==> src/rtl/mips_cpu_regfile_dump.sv <==
// General-purpose register file for the MIPS CPU.
// N combinational read ports, one synchronous write port, optional
// hardwired-zero r0, optional write-to-read bypass, and a valid/ready
// dump engine that streams every register in index order for debug.
module mips_cpu_regfile_dump #(
  parameter int DATA_W   = 32,
  parameter int ADDR_W   = 5,
  parameter int NUM_READ = 2,
  parameter int ZERO_REG = 1,
  parameter int BYPASS   = 1
) (
  input  logic                         clk,
  input  logic                         reset,
  input  logic [NUM_READ*ADDR_W-1:0]   read_index,
  output logic [NUM_READ*DATA_W-1:0]   read_data,
  input  logic [ADDR_W-1:0]            write_index,
  input  logic                         write_enable,
  input  logic [DATA_W-1:0]            write_data,
  input  logic                         dump_start,
  output logic                         dump_valid,
  input  logic                         dump_ready,
  output logic [ADDR_W-1:0]            dump_index,
  output logic [DATA_W-1:0]            dump_data,
  output logic                         dump_last,
  output logic                         dump_busy
);

  localparam int DEPTH = 2 ** ADDR_W;

  typedef enum logic {
    IDLE,
    STREAM
  } state_t;

  logic [DATA_W-1:0] regs [DEPTH];
  state_t            state;
  state_t            state_next;
  logic [ADDR_W-1:0] ptr;
  logic [ADDR_W-1:0] ptr_next;
  logic              write_allowed;

  // Read resolution shared by every read port and the dump engine:
  // reset forces zero, then the hardwired r0, then the same-cycle bypass,
  // then the stored word. All inputs are explicit arguments so callers in
  // always_comb stay sensitive to everything the result depends on.
  function automatic logic [DATA_W-1:0] resolve(
    input logic [ADDR_W-1:0] idx,
    input logic [DATA_W-1:0] stored,
    input logic              rst,
    input logic              we,
    input logic [ADDR_W-1:0] widx,
    input logic [DATA_W-1:0] wdata
  );
    logic [DATA_W-1:0] result;
    result = stored;
    if (rst) begin
      result = '0;
    end else if (ZERO_REG != 0 && idx == '0) begin
      result = '0;
    end else if (BYPASS != 0 && we && widx == idx) begin
      result = wdata;
    end
    return result;
  endfunction

  assign write_allowed = write_enable && !(ZERO_REG != 0 && write_index == '0);

  // Register storage: cleared on reset, single write port otherwise.
  always_ff @(posedge clk) begin
    // NOTE: the whole array is cleared on reset because reads and dumps must
    // observe zeros right after reset; this keeps the storage in flops rather
    // than letting it map onto a reset-less RAM.
    if (reset) begin
      for (int i = 0; i < DEPTH; i++) begin
        // NOTE: non-blocking assignment for all clocked state so every
        // always_ff sees pre-edge values regardless of evaluation order.
        regs[i] <= '0;
      end
    end else if (write_allowed) begin
      regs[write_index] <= write_data;
    end
  end

  // Combinational read ports, each resolved independently.
  always_comb begin
    read_data = '0;
    for (int p = 0; p < NUM_READ; p++) begin
      read_data[p*DATA_W +: DATA_W] = resolve(
        read_index[p*ADDR_W +: ADDR_W],
        regs[read_index[p*ADDR_W +: ADDR_W]],
        reset, write_enable, write_index, write_data);
    end
  end

  // Dump FSM state and beat pointer register.
  always_ff @(posedge clk) begin
    if (reset) begin
      state <= IDLE;
      ptr   <= '0;
    end else begin
      state <= state_next;
      ptr   <= ptr_next;
    end
  end

  // Dump FSM next-state: start only from IDLE, advance on each transfer,
  // and return to IDLE after the beat at the highest index.
  always_comb begin
    // NOTE: defaults first so every path assigns every output; otherwise
    // the missing branches would infer latches.
    state_next = state;
    ptr_next   = ptr;
    unique case (state)
      IDLE: begin
        if (dump_start) begin
          state_next = STREAM;
          ptr_next   = '0;
        end
      end
      STREAM: begin
        if (dump_ready) begin
          if (&ptr) begin
            state_next = IDLE;
            ptr_next   = '0;
          end else begin
            ptr_next = ptr + ADDR_W'(1);
          end
        end
      end
      default: begin
        state_next = IDLE;
        ptr_next   = '0;
      end
    endcase
  end

  // Dump stream outputs; data tracks live contents so a stalled beat
  // reflects writes to its register.
  always_comb begin
    dump_busy  = (state == STREAM) && !reset;
    dump_valid = dump_busy;
    dump_last  = dump_busy && (&ptr);
    dump_index = ptr;
    dump_data  = resolve(ptr, regs[ptr], reset, write_enable, write_index, write_data);
  end

endmodule

==> config.mk <==
export PLATFORM = sky130hd
export DESIGN_NAME = mips_cpu_regfile_dump
export DESIGN_NICKNAME = d
export VERILOG_FILES = /design/src/rtl/mips_cpu_regfile_dump.sv
export SDC_FILE = /design/constraint.sdc
export NUM_CORES = 2
export LEC_CHECK = 0
export CAP_MARGIN = 0
export CORE_ASPECT_RATIO = 0.9
export CORE_MARGIN = 1.5
export CORE_UTILIZATION = 35
export CTS_CLUSTER_DIAMETER = 150
export DETAILED_ROUTE_END_ITERATION = 12
export PLACE_DENSITY = 0.49
export SLEW_MARGIN = 40
export SYNTH_ARGS = -nofsm -noshare
export SYNTH_HDL_FRONTEND = slang
export SYNTH_SLANG_ARGS = --single-unit
==> constraint.sdc <==
create_clock -name clk -period 12.59 [get_ports clk]
set_clock_uncertainty 0.05 [all_clocks]
set_input_delay 1.8885 -clock clk [delete_from_list [all_inputs] [get_ports clk]]
set_output_delay 1.8885 -clock clk [all_outputs]
set_load 0.005 [all_outputs]
==> key figures <==
Placed design
  – Placed wire-length estimate: 166000 um
  – Post-placement cell count: 6596
  – Final GP Congestion: 0.854
  – Instance area at placement: 0.0697 mm^2
  – IO buf count: 155

Clocking
  – Clock transition at path regs: about 0.060 ns
  – Number of post-CTS setup repair buffers: 0
  – Post-cts hold buffer count: 0
  – Number of gates resized after CTS: 0
  – Number of CTS-inserted buffers: 119
  – CTS tree: yes
  – Cell chosen for the clock root: clkbuf_16
  – Clock net sink count: 1035
  – Skew-Pair Late Insertion Delay: around 0.78 ns
  – Maximum clock path buffer count: 3
  – Number of levels the H-tree was split into: 3

Timing
  – Actual slew at the worst max-slew pin: 0.953 ns
  – Share of the cycle needed by the critical path after routing: 61.8%
  – Fin Setup TNS: 0 ns
  – Unrepaired setup endpoints after global routing: no
  – Tightest slew margin relative to the limit: 36.5%
  – Final min period: 7.78 ns
  – Final hold violations: 0
  – Final setup vio count: 0
  – Maximum achievable frequency: approximately 130 MHz
  – Final number of max-transition violations: 0

Synthesis
  – FF+latch count, synth: 1035
  – Compound-cell area share of the yosys netlist: 5.25%
  – Fraction of synthesized cell area taken by the top area cell type: about 48%
  – Average cell area after synthesis: 14.9 um^2
  – Cell area after synthesis: 0.0642 mm^2
  – Area leader, netlist: edfxtp_1
  – Most frequently used cell type in the post-synthesis netlist: edfxtp_1
  – Flip-flop cell with the highest count after synthesis: edfxtp_1
  – Main combinational cell family by area after synthesis: multiplexers
  – Xor-xnor portion of the synthesized cell area: 0.205%
  – Cell types with the largest area share after synthesis: edfxtp_1 (48%), mux4_2 (27%), and2_1 (9.8%), mux2i_1 (4.2%), clkbuf_1 (2.1%)
  – Fraction of the yosys area taken by sequential cells: 48.3%
  – Total of warnings raised by yosys: 0
  – Share of synthesized flip-flops with an asynchronous set or reset: 0%
  – Basic-gate share of the synthesized area counting and, or, nand and nor cells: about an eighth
  – Syn Inst Count: 4302
  – Multiplexer area fraction after synthesis: 31.0%
  – Post-synth top cells: edfxtp_1 (1024), and2_1 (1004), mux4_2 (766)
  – Unique cell type count in the Yosys netlist: 59
  – Area share of fa/ha/maj cells after synthesis: 0.0585%
  – Post-synth EDFFs: 1024

Critical path
  – Data required time at the worst endpoint: 10.65 ns
  – CP cell instances: clkdlybuf4s50_1 -> xnor2_1 -> nand4_1 -> or2_2 -> buf_4 -> nand3_1 -> o211ai_1 -> clkdlybuf4s50_1
  – Worst reg2reg path depth: 6
  – Biggest fanout along the worst timing path: 24
  – Longest individual stage delay on the worst path: 0.94 ns
  – Type of the worst setup path: primary input to output port
  – WP data arrival: 5.84 ns
  – Critical Path End Type: output port
  – Crit path max-delay cell type: o211ai_1
  – Buffers plus inverters on the worst setup path: 3
  – Start point of the critical path: write_index[4]
  – Origin of the critical flop-to-flop path: dump_index[0]
  – R2r setup slk: 10.48 ns
  – CP top delay family: buffers and inverters
  – Startpoint class of the critical path: primary input
  – Most common cell type on the critical path: clkdlybuf4s50_1

Floorplan
  – Die Outline Area: 0.186 mm^2
  – # IOs: 156
  – Vert. Die Dim: 409 um
  – Number of cell rows: 148
  – Width of the die: 454 um
  – CORE AREA: 0.181 mm^2
  – Starting density of the core: around 35%

Detailed routing
  – Post-detailed-route via-to-cell ratio: 6.47
  – Remaining antenna violation count after routing: 0
  – Drt total wl: 276000 um
  – Number of design-rule violations left by the first detailed-router iteration: about 6500
  – DRC: 0
  – Vias: around 44000
  – Iteration count of the initial detailed-routing pass: 8
  – Detail-routed net length per standard cell: a little over 40 um

Layout
  – Count of placed standard cells in the final layout, fillers left out: between 6000 and 7000
  – Number of fill cells: 16559
  – Area grow syn2layout: 14.6%
  – Share of layout cells above drive strength 1: 28.3%
  – Nets: 4373
  – Register Area: 0.0310 mm^2
  – Total non-filler cell area in the finished layout: 0.0735 mm^2
  – Multi-input combinational cell area: 0.0319 mm^2

Job
  – Number of max-cap violations: 0

Power
  – P per Cell Area: 122 mW/mm^2
  – Static power due to leakage: ~24 nW
  – Peak VDD IR: 108 uV

Hold path
  – Worst hold stages: 2
  – Worst hold-check path type: flip-flop to flip-flop
  – Hold wc startpoint: state
  – Hold Crit Endpoint: state

GRT
  – Global route overflow: 0
  – First-pass GRT wire length: 374000 um
  – Antenna violations before repair: 38
  – Number of global-route vias before repair: 43121
  – Largest net degree at the start of global routing: 87
  – GRT Util Overall: 29.4%

Run status
  – Result of the run: completed
[cell usage in the layout (no fill, tap or decap), types with 13 or more instances in the layout]
cell type,netlist,final
buf_8,0,27
a31oi_1,27,27
mux2i_1,267,267
nand3_1,38,35
o211ai_1,18,18
a21oi_1,23,23
mux4_2,766,766
nor2_4,0,36
o22a_1,27,27
a211oi_1,14,14
a211o_1,35,35
clkdlybuf4s50_1,0,145
nor2_1,58,20
clkbuf_16,0,123
edfxtp_1,1024,1024
o21ai_4,0,31
clkbuf_1,359,22
and2_1,1004,1003
clkinv_2,0,16
nor2b_1,64,62
diode_2,0,24
conb_1,1,32
buf_4,35,148
a221oi_1,107,107
buf_16,0,16
o21ai_1,17,17
buf_6,9,13
nand2_1,36,35
clkinv_1,1,32
o21ai_0,99,68
[stage by stage]
stage	hold slack (ns)	util [%]	power (mW)	setup WS, ns
finish	0.520	40.5	8.98	4.81
global route	0.561	40.5	9.20	4.79
CTS	0.522	40.5	8.99	4.88
detailed placement	0.517	38.4	5.54	4.88
global placement	0.536	37.9	5.51	4.79
floorplan	0.483	-	4.97	6.74
[worst max path at each step]
stage	to	slack [ns]	cells past startpoint
6_report	dump_data[22]	4.81	8
5_1_grt	dump_data[22]	4.79	8
4_1_cts	dump_data[22]	4.88	8
3_5_place_dp	dump_data[22]	4.88	8
3_3_place_gp	read_data[63]	4.79	8
2_1_floorplan	read_data[49]	6.74	7
[worst register-to-register path: cells and delay by family, from the launching register on]
kind / cells / cell delay [ns]
flip-flops: 1 / 0.40
AO/OA/AOI/OAI: 1 / 0.18
adder cells (fa/ha/maj): 2 / 0.47
AND/OR/NAND/NOR: 3 / 0.94
[layout make-up]
class	instances	area share, %
diodes	24	0.0817
clock buffers	147	4.34
clock inverters	72	0.803
inverters	7	0.0374
multi-input cells	2792	43.3
flip-flops and latches	1035	42.1
well taps	2400	4.08
repair buffers	363	5.19
[metal layers]
metal	track usage, %	part of all wire (%)	routed length, um	vias up
li1	-	-	-	17244
met3	6.05	9.8	27200	644
met2	46.4	47	129000	2957
met4	13.6	5.2	14300	6
met5	0	0.019	53	-
met1	39.0	38	106000	23418
[report_power, final]
group          internal [mW]  total, mW  switching (mW)
combinational          0.630       1.37           0.739
sequential              3.98       4.12           0.140
clock                   1.94       3.49            1.55
[kinds of logic after synthesis]
kind of cell	after synthesis
mux	1033
flops	1035
other cells	1
fa+ha+maj	3
simple gates	1252
buf+inv	506
xor+xnor	15
compound gates	457
[sequential cells by signal (all words and copies together) (netlist names), named ones only]
register,count
regs,1024
dump_index,5
state,1
(Power assumes the default switching activity.)
